[src/rtl/cameralink_pixel_packer_if.sv]
// AXI-Stream beat bus carrying packed pixel beats from the packer to the DMA.
interface cameralink_pixel_packer_if;
   logic [63:0] tdata;
   logic [7:0]  tkeep;
   logic        tvalid;
   logic        tready;
   logic        tlast;
   logic        tuser;

   modport master (output tdata, tkeep, tvalid, tlast, tuser, input tready);
   modport slave  (input tdata, tkeep, tvalid, tlast, tuser, output tready);
endinterface

[src/rtl/cameralink_pixel_packer.sv]
// Repacks 12-bit Camera Link pixel groups into 64-bit AXI-Stream beats (4 x 16-bit lanes)
// behind a first-word fall-through FIFO that absorbs DMA stalls.
module cameralink_pixel_packer #(
   parameter int FIFO_DEPTH = 16,
   parameter bit MSB_ALIGN  = 1'b0
) (
   input  logic                      sys_clk,
   input  logic                      sys_rst,
   input  logic                      cameraSel,
   input  logic [15:0]               lineWidth,
   input  logic [47:0]               pixel_data_i,
   input  logic                      pixel_vld,
   input  logic                      new_frame,
   input  logic                      frame_valid,
   input  logic                      clr_status,
   cameralink_pixel_packer_if.master m_axis,
   output logic                      frame_done,
   output logic [15:0]               line_count,
   output logic                      overflow,
   output logic                      line_err
);
   localparam int AW = $clog2(FIFO_DEPTH);
   localparam int EW = 74;
   localparam logic [AW:0] DEPTH_V = (AW+1)'(FIFO_DEPTH);

   typedef enum logic {S_EMPTY = 1'b0, S_HALF = 1'b1} acc_state_t;
   acc_state_t r_state, w_state_nxt;

   logic          r_medium;
   logic [15:0]   r_width;
   logic [16:0]   r_pix_cnt;
   logic [31:0]   r_acc_lo;
   logic [15:0]   r_line_cnt;
   logic          r_sof;
   logic          r_fv_d;
   logic          r_frame_done;
   logic          r_overflow;
   logic          r_line_err;
   logic [EW-1:0] r_mem [FIFO_DEPTH];
   logic [AW:0]   r_wr_ptr;
   logic [AW:0]   r_rd_ptr;

   logic          w_medium;
   logic          w_half;
   logic [15:0]   w_lw;
   logic [16:0]   w_width;
   logic [16:0]   w_cnt_base;
   logic [17:0]   w_cnt_sum;
   logic          w_line_end;
   logic [15:0]   w_lc_base;
   logic          w_fv_fall;
   logic [63:0]   w_pix_lanes;
   logic          w_push;
   logic [63:0]   w_push_data;
   logic [7:0]    w_push_keep;
   logic          w_push_last;
   logic          w_push_user;
   logic [16:0]   w_cnt_nxt;
   logic [15:0]   w_lc_nxt;
   logic [31:0]   w_acc_lo_nxt;
   logic          w_err_set;
   logic [AW:0]   w_count;
   logic          w_empty;
   logic          w_full;
   logic          w_pop;
   logic          w_wr_en;
   logic          w_drop;
   logic [EW-1:0] w_head;

   function automatic logic [15:0] f_lane(input logic [11:0] pix);
      if (MSB_ALIGN) begin
         return {pix, 4'h0};
      end else begin
         return {4'h0, pix};
      end
   endfunction

   assign w_pix_lanes = {f_lane(pixel_data_i[47:36]), f_lane(pixel_data_i[35:24]),
                         f_lane(pixel_data_i[23:12]), f_lane(pixel_data_i[11:0])};
   assign w_fv_fall   = r_fv_d & ~frame_valid;

   // A new_frame in the same cycle as pixel_vld takes effect first, so the
   // frame-scoped values below are selected from the incoming pulse.
   always_comb begin
      w_medium     = new_frame ? cameraSel : r_medium;
      w_lw         = new_frame ? lineWidth : r_width;
      w_width      = (w_lw == 16'h0) ? 17'h10000 : {1'b0, w_lw};
      w_half       = ~new_frame & (r_state == S_HALF);
      w_cnt_base   = new_frame ? 17'h0 : r_pix_cnt;
      w_lc_base    = new_frame ? 16'h0 : r_line_cnt;
      w_cnt_sum    = {1'b0, w_cnt_base} + (w_medium ? 18'd4 : 18'd2);
      w_line_end   = (w_cnt_sum >= {1'b0, w_width});
      w_state_nxt  = r_state;
      w_cnt_nxt    = r_pix_cnt;
      w_lc_nxt     = r_line_cnt;
      w_acc_lo_nxt = r_acc_lo;
      w_push       = 1'b0;
      w_push_data  = 64'h0;
      w_push_keep  = 8'h00;
      w_push_last  = 1'b0;
      w_push_user  = new_frame | r_sof;
      w_err_set    = new_frame & (r_state == S_HALF);
      if (pixel_vld) begin
         w_push       = w_medium | w_half | w_line_end;
         w_push_last  = w_line_end;
         w_acc_lo_nxt = w_pix_lanes[31:0];
         if (w_medium) begin
            w_push_data = w_pix_lanes;
            w_push_keep = 8'hFF;
         end else if (w_half) begin
            w_push_data = {w_pix_lanes[31:0], r_acc_lo};
            w_push_keep = 8'hFF;
         end else begin
            w_push_data = {32'h0, w_pix_lanes[31:0]};
            w_push_keep = 8'h0F;
         end
         w_state_nxt = (~w_medium & ~w_half & ~w_line_end) ? S_HALF : S_EMPTY;
         if (w_line_end) begin
            w_cnt_nxt = 17'h0;
            w_lc_nxt  = (w_lc_base == 16'hFFFF) ? w_lc_base : w_lc_base + 16'd1;
         end else begin
            w_cnt_nxt = w_cnt_sum[16:0];
            w_lc_nxt  = w_lc_base;
         end
      end else if (w_fv_fall) begin
         w_state_nxt = S_EMPTY;
         w_cnt_nxt   = 17'h0;
         w_lc_nxt    = w_lc_base;
         if (w_half) begin
            w_push      = 1'b1;
            w_push_data = {32'h0, r_acc_lo};
            w_push_keep = 8'h0F;
            w_push_last = 1'b1;
            w_err_set   = 1'b1;
         end else begin
            w_push      = 1'b0;
         end
      end else begin
         w_state_nxt = w_half ? S_HALF : S_EMPTY;
         w_cnt_nxt   = w_cnt_base;
         w_lc_nxt    = w_lc_base;
      end
   end

   // FIFO occupancy and handshake; a pop frees the slot a full-FIFO push reuses.
   always_comb begin
      w_count = r_wr_ptr - r_rd_ptr;
      w_empty = (w_count == {(AW+1){1'b0}});
      w_full  = (w_count == DEPTH_V);
      w_pop   = ~w_empty & m_axis.tready;
      w_wr_en = w_push & (~w_full | w_pop);
      w_drop  = w_push & w_full & ~w_pop;
      w_head  = r_mem[r_rd_ptr[AW-1:0]];
   end

   assign m_axis.tvalid = ~w_empty;
   assign m_axis.tdata  = w_empty ? 64'h0 : w_head[63:0];
   assign m_axis.tkeep  = w_empty ? 8'h00 : w_head[71:64];
   assign m_axis.tlast  = ~w_empty & w_head[72];
   assign m_axis.tuser  = ~w_empty & w_head[73];
   assign frame_done    = r_frame_done;
   assign line_count    = r_line_cnt;
   assign overflow      = r_overflow;
   assign line_err      = r_line_err;

   always_ff @(posedge sys_clk or posedge sys_rst) begin
      if (sys_rst) begin
         r_state <= S_EMPTY;
      end else begin
         r_state <= w_state_nxt;
      end
   end

   always_ff @(posedge sys_clk or posedge sys_rst) begin
      if (sys_rst) begin
         r_medium     <= 1'b1;
         r_width      <= 16'h0;
         r_pix_cnt    <= 17'h0;
         r_acc_lo     <= 32'h0;
         r_line_cnt   <= 16'h0;
         r_sof        <= 1'b0;
         r_fv_d       <= 1'b0;
         r_frame_done <= 1'b0;
         r_overflow   <= 1'b0;
         r_line_err   <= 1'b0;
      end else begin
         if (new_frame) begin
            r_medium <= cameraSel;
            r_width  <= lineWidth;
         end
         r_pix_cnt    <= w_cnt_nxt;
         r_acc_lo     <= w_acc_lo_nxt;
         r_line_cnt   <= w_lc_nxt;
         r_sof        <= w_push ? 1'b0 : (new_frame | r_sof);
         r_fv_d       <= frame_valid;
         r_frame_done <= w_fv_fall;
         r_overflow   <= (r_overflow & ~clr_status) | w_drop;
         r_line_err   <= (r_line_err & ~clr_status) | w_err_set;
      end
   end

   always_ff @(posedge sys_clk or posedge sys_rst) begin
      if (sys_rst) begin
         r_wr_ptr <= {(AW+1){1'b0}};
         r_rd_ptr <= {(AW+1){1'b0}};
      end else begin
         if (w_wr_en) begin
            r_wr_ptr <= r_wr_ptr + {{AW{1'b0}}, 1'b1};
         end
         if (w_pop) begin
            r_rd_ptr <= r_rd_ptr + {{AW{1'b0}}, 1'b1};
         end
      end
   end

   // Storage needs no reset: the output fields are masked while the FIFO is empty.
   always_ff @(posedge sys_clk) begin
      if (w_wr_en) begin
         r_mem[r_wr_ptr[AW-1:0]] <= {w_push_user, w_push_last, w_push_keep, w_push_data};
      end
   end
endmodule

[src/flat_wrapper.sv]
// flat-port wrapper written by rule: the top's interface ports become plain ports
module cameralink_pixel_packer_flat 
#(
   parameter int FIFO_DEPTH = 16,
   parameter bit MSB_ALIGN  = 1'b0
)
  (sys_clk, sys_rst, cameraSel, lineWidth, pixel_data_i, pixel_vld, new_frame, frame_valid, clr_status, frame_done, line_count, overflow, line_err, m_axis_tdata, m_axis_tkeep, m_axis_tvalid, m_axis_tlast, m_axis_tuser, m_axis_tready);
  cameralink_pixel_packer_if m_axis_i ();
  input  logic sys_clk;
  input  logic sys_rst;
  input  logic cameraSel;
  input  logic [15:0] lineWidth;
  input  logic [47:0] pixel_data_i;
  input  logic pixel_vld;
  input  logic new_frame;
  input  logic frame_valid;
  input  logic clr_status;
  output logic frame_done;
  output logic [15:0] line_count;
  output logic overflow;
  output logic line_err;
  output wire logic [$bits(m_axis_i.tdata)-1:0] m_axis_tdata;
  output wire logic [$bits(m_axis_i.tkeep)-1:0] m_axis_tkeep;
  output wire logic [$bits(m_axis_i.tvalid)-1:0] m_axis_tvalid;
  output wire logic [$bits(m_axis_i.tlast)-1:0] m_axis_tlast;
  output wire logic [$bits(m_axis_i.tuser)-1:0] m_axis_tuser;
  input wire logic [$bits(m_axis_i.tready)-1:0] m_axis_tready;
  assign m_axis_tdata = m_axis_i.tdata;
  assign m_axis_tkeep = m_axis_i.tkeep;
  assign m_axis_tvalid = m_axis_i.tvalid;
  assign m_axis_tlast = m_axis_i.tlast;
  assign m_axis_tuser = m_axis_i.tuser;
  assign m_axis_i.tready = m_axis_tready;
  cameralink_pixel_packer #(.FIFO_DEPTH(FIFO_DEPTH), .MSB_ALIGN(MSB_ALIGN)) u_core (.sys_clk(sys_clk), .sys_rst(sys_rst), .cameraSel(cameraSel), .lineWidth(lineWidth), .pixel_data_i(pixel_data_i), .pixel_vld(pixel_vld), .new_frame(new_frame), .frame_valid(frame_valid), .clr_status(clr_status), .m_axis(m_axis_i), .frame_done(frame_done), .line_count(line_count), .overflow(overflow), .line_err(line_err));
endmodule
[config.mk]
export PLATFORM = sky130hd
export DESIGN_NAME = cameralink_pixel_packer_flat
export DESIGN_NICKNAME = d
export VERILOG_FILES = /design/src/rtl/cameralink_pixel_packer_if.sv /design/src/rtl/cameralink_pixel_packer.sv /design/src/flat_wrapper.sv
export SDC_FILE = /design/constraint.sdc
export NUM_CORES = 1
export LEC_CHECK = 0
export BUFFER_PORTS_ARGS = -buffer_cell sky130_fd_sc_hd__buf_2
export CAP_MARGIN = 20
export CORE_MARGIN = 2
export CORE_UTILIZATION = 50
export DETAILED_ROUTE_END_ITERATION = 10
export GPL_TIMING_DRIVEN = 0
export PLACE_DENSITY = 0.76
export SYNTH_ARGS = -nofsm -noshare
export SYNTH_HDL_FRONTEND = slang
export SYNTH_SLANG_ARGS = --single-unit
[constraint.sdc]
create_clock -name sys_clk -period 24.9 [get_ports sys_clk]
set_input_delay 4.98 -clock sys_clk [delete_from_list [all_inputs] [get_ports sys_clk]]
set_output_delay 4.98 -clock sys_clk [all_outputs]
set_load 0.005 [all_outputs]
==> impl_metrics.yaml <==
outcome:
  status: "finished, final reports clean"
drt:
  routedWlPerCell_um: 30.0
  drt.antenna.violating_nets: 0
  via_per_inst: 6.29
  wl_um: 93500
  firstDrtPassIters: 6
  vias: 19600
  drc_errors: 0
  drt_iter0_drc: 2872
cts:
  cts.sinks: 922
  cts_tree: "built"
  clock_tree.root_cell: "clkbuf_16"
  h-tree-depth: 3
  cts_resized: 0
  clockBufferDepth: 3
  cts_buffers: 90
  clk_latency_ps: 660
  ctsHoldBuffers: 0
  clkSlewWorstSetupHoldPaths_ps: 60
  cts_setup_buffers: 0
global_routing:
  grt_pass1_wl_um: 136000
  overflow: 0
  gr-usage-all-layers_pct: 24.6
  antenna_found_initial: 11
  grt_pass1_vias: 20200
  grt_start_max_net_pins: 56
sta:
  setup_tns_ps: 0
  drv_slew: 0
  clock_skew_ps: 43.4
  setup_viol: 0
  tightestPinTransition_ps: 1200
  fmax_mhz: 94.2
  rsz0062_at_grt: "no"
  slew_headroom_pct: 20.0
  post-route-period-util_pct: 42.6
  post-route-min-period_ps: 10610
  hold_viol_final: 0
die:
  ios: 166
  die_x_um: 276
  die-area_mm2: 0.0764
  coreArea_mm2: 0.0732
  dieHeight_um: 276
  start_util_pct: 50.7
  std_cell_rows: 99
synth:
  synth_ff_type: "edfxtp_1"
  yosysUniqueCellTypes: 59
  synth_cells: 1795
  ys_warn_count: 0
  synthArstFlopShare_pct: 9.76
  synth-seq-cells: 922
  avgSynthCellArea_um2: 20.7
  syn_area_mm2: 0.0371
  synth_edf_count: 832
  ys_seq_area_share_pct: 73.4
worst_setup_path:
  timing.rr.end: "u_core.r_mem[3][35]"
  r2r_start: "u_core.r_medium"
  r2r_cells: 20
  endpoint_kind: "primary output"
  critPathLaunchType: "register"
  cp.required_ps: 19920
  worstPathMaxFanout: 10
  arrival_ps: 5630
  worstSetupPathType: "reg -> out"
  rrSetupSlack_ps: 18720
run:
  drv_cap: 0
power_and_ir_drop:
  powerDensity_mw_per_mm2: 107
  ir_drop_v: 0.0000640
  leakage_nw: 14.6
cells_and_area:
  fin_util_pct: 58.3
  synthToLayoutAreaGrowth_pct: 15.0
  drive_above_1_share_pct: 31.7
  fin_nets: 2186
hold_path:
  holdPathEnd: "u_core.r_rd_ptr[4]"
  min_from: "u_core.r_rd_ptr[4]"
  hp-class: "reg -> reg"
  hold_depth: 1
placement:
  place.gp.congestion: 0.859
  port_buffers: 147
  dp_hpwl_um: 56400
## state kept, by name, summed over array words and instances (netlist names), 5 cells and up
| register | flops |
|---|---|
| u_core.r_pix_cnt | 17 |
| u_core.r_acc_lo | 24 |
| u_core.r_mem | 832 |
| u_core.r_rd_ptr | 5 |
| u_core.line_count | 16 |
| u_core.r_wr_ptr | 5 |
| u_core.r_width | 16 |
## synthesized netlist by cell type, types with 2 or more instances
cell | instances | area, µm²
dfrtp_1 | 89 | 2230
inv_1 | 35 | 131
and2_1 | 2 | 12.5
and3_1 | 18 | 113
nor2_1 | 66 | 248
or3_1 | 8 | 50.1
buf_6 | 2 | 22.5
xor2_1 | 10 | 87.6
a22oi_1 | 27 | 203
mux2i_1 | 20 | 200
a21o_1 | 2 | 15.0
nand2_1 | 23 | 86.3
and4_1 | 2 | 17.5
xnor2_1 | 20 | 175
or4_1 | 2 | 15.0
nor2b_1 | 65 | 407
clkbuf_1 | 58 | 218
nand4_1 | 13 | 81.3
mux4_2 | 260 | 5860
o211ai_1 | 2 | 15.0
nor4_1 | 3 | 18.8
nand2b_1 | 15 | 93.8
o21ai_0 | 12 | 60.1
nor3_1 | 4 | 20.0
ha_1 | 29 | 363
buf_4 | 23 | 173
mux2_2 | 30 | 338
a22o_1 | 32 | 280
edfxtp_1 | 832 | 25000
nor3_2 | 2 | 20.0
or2_2 | 2 | 12.5
a21oi_1 | 18 | 90.1
buf_1 | 6 | 22.5
nand3_1 | 15 | 75.1
buf_2 | 24 | 120
## stage by stage
step	power [mW]	hold slack [ps]	worst slack (ps)	std cells	instance area, µm²
floorplan	2.75	462	12220	1810	37200
global placement	3.21	481	6650	2916	39100
detailed placement	3.26	480	13760	2940	39700
CTS	4.58	494	14020	3103	42600
global route	4.72	520	14000	3117	42700
finish	4.56	492	14290	3118	42700
## layout make-up
| type | count | area, µm² |
|---|---|---|
| timing repair buffer | 182 | 1380 |
| clock buffer | 129 | 2520 |
| antenna | 4 | 10.0 |
| fill | 5144 | 30500 |
| clock inverter | 34 | 337 |
| tap | 959 | 1200 |
| multi-input combinational | 740 | 9330 |
| inverter | 35 | 136 |
| sequential | 922 | 27200 |
| buffer | 113 | 556 |
## power by group
| part | internal, mW | total, mW | switching, mW |
|---|---|---|---|
| registers | 1.81 | 1.84 | 0.0323 |
| clock network | 0.741 | 1.32 | 0.578 |
| logic | 0.667 | 1.40 | 0.736 |
| total | 3.21 | 4.56 | 1.35 |
## metal layers
metal	part of all wire, %	vias to the layer above	wire length (µm)	track usage, %
met5	0.079	-	74	0
li1	-	7904	-	-
met2	48	1278	44500	38.6
met4	2.5	14	2350	6.82
met1	38	10200	35200	33.8
met3	12	188	11400	7.44
## critical path, stage by stage, from the launching register on
cell	delay, ps
dfrtp_1	470
clkbuf_1	670
clkbuf_1	690
inv_1	170
ha_1	360
nor2b_1	170
o211a_1	250
or3_1	390
a21oi_1	220
clkbuf_1	520
buf_6	250
clkbuf_1	380
nor2b_1	160
buf_4	160
buf_2	110
## worst max path at each step
stage,startpoint,end,slack [ps],cells after the start
2_1_floorplan,new_frame,u_core.r_mem[3][0],12220,18
3_3_place_gp,new_frame,u_core.r_mem[3][35],6650,18
3_5_place_dp,new_frame,u_core.r_mem[3][35],13760,22
4_1_cts,u_core.r_rd_ptr[1],m_axis_tdata[56],14020,12
5_1_grt,u_core.r_rd_ptr[1],m_axis_tkeep[1],14000,14
6_report,u_core.r_rd_ptr[1],m_axis_tkeep[2],14290,14
## kinds of logic after synthesis
| kind of cell | count (synthesis) | synth area share [%] |
|---|---|---|
| muxes | 310 | 17.2 |
| DFF | 922 | 73.4 |
| other | 1 | 0.0101 |
| and+or+nand+nor | 249 | 3.69 |
| xor gates and xnor gates | 30 | 0.708 |
| buffers and inverters | 148 | 1.85 |
| adders and majority gates | 30 | 1.03 |
| AOI/OAI and AO/OA | 105 | 2.12 |
## layout by cell type, fill, tap and decap left out, types with 10 or more instances in the layout
cell	n
dfrtp_1	89
conb_1	16
mux2_2	30
buf_4	24
buf_6	13
and3_4	14
clkbuf_16	91
xnor2_1	20
nand3_1	15
nor2_1	66
nor2b_1	65
clkbuf_1	86
xor2_1	10
a22oi_1	27
inv_1	33
clkinv_2	14
mux4_2	260
buf_16	12
a21oi_1	17
a22o_1	32
nand2_1	23
nand2b_1	15
nand4_1	13
mux2i_1	20
o21ai_0	12
edfxtp_1	832
ha_1	29
buf_2	171
clkbuf_8	12
Note: power is estimated with default switching activity, not from simulation.
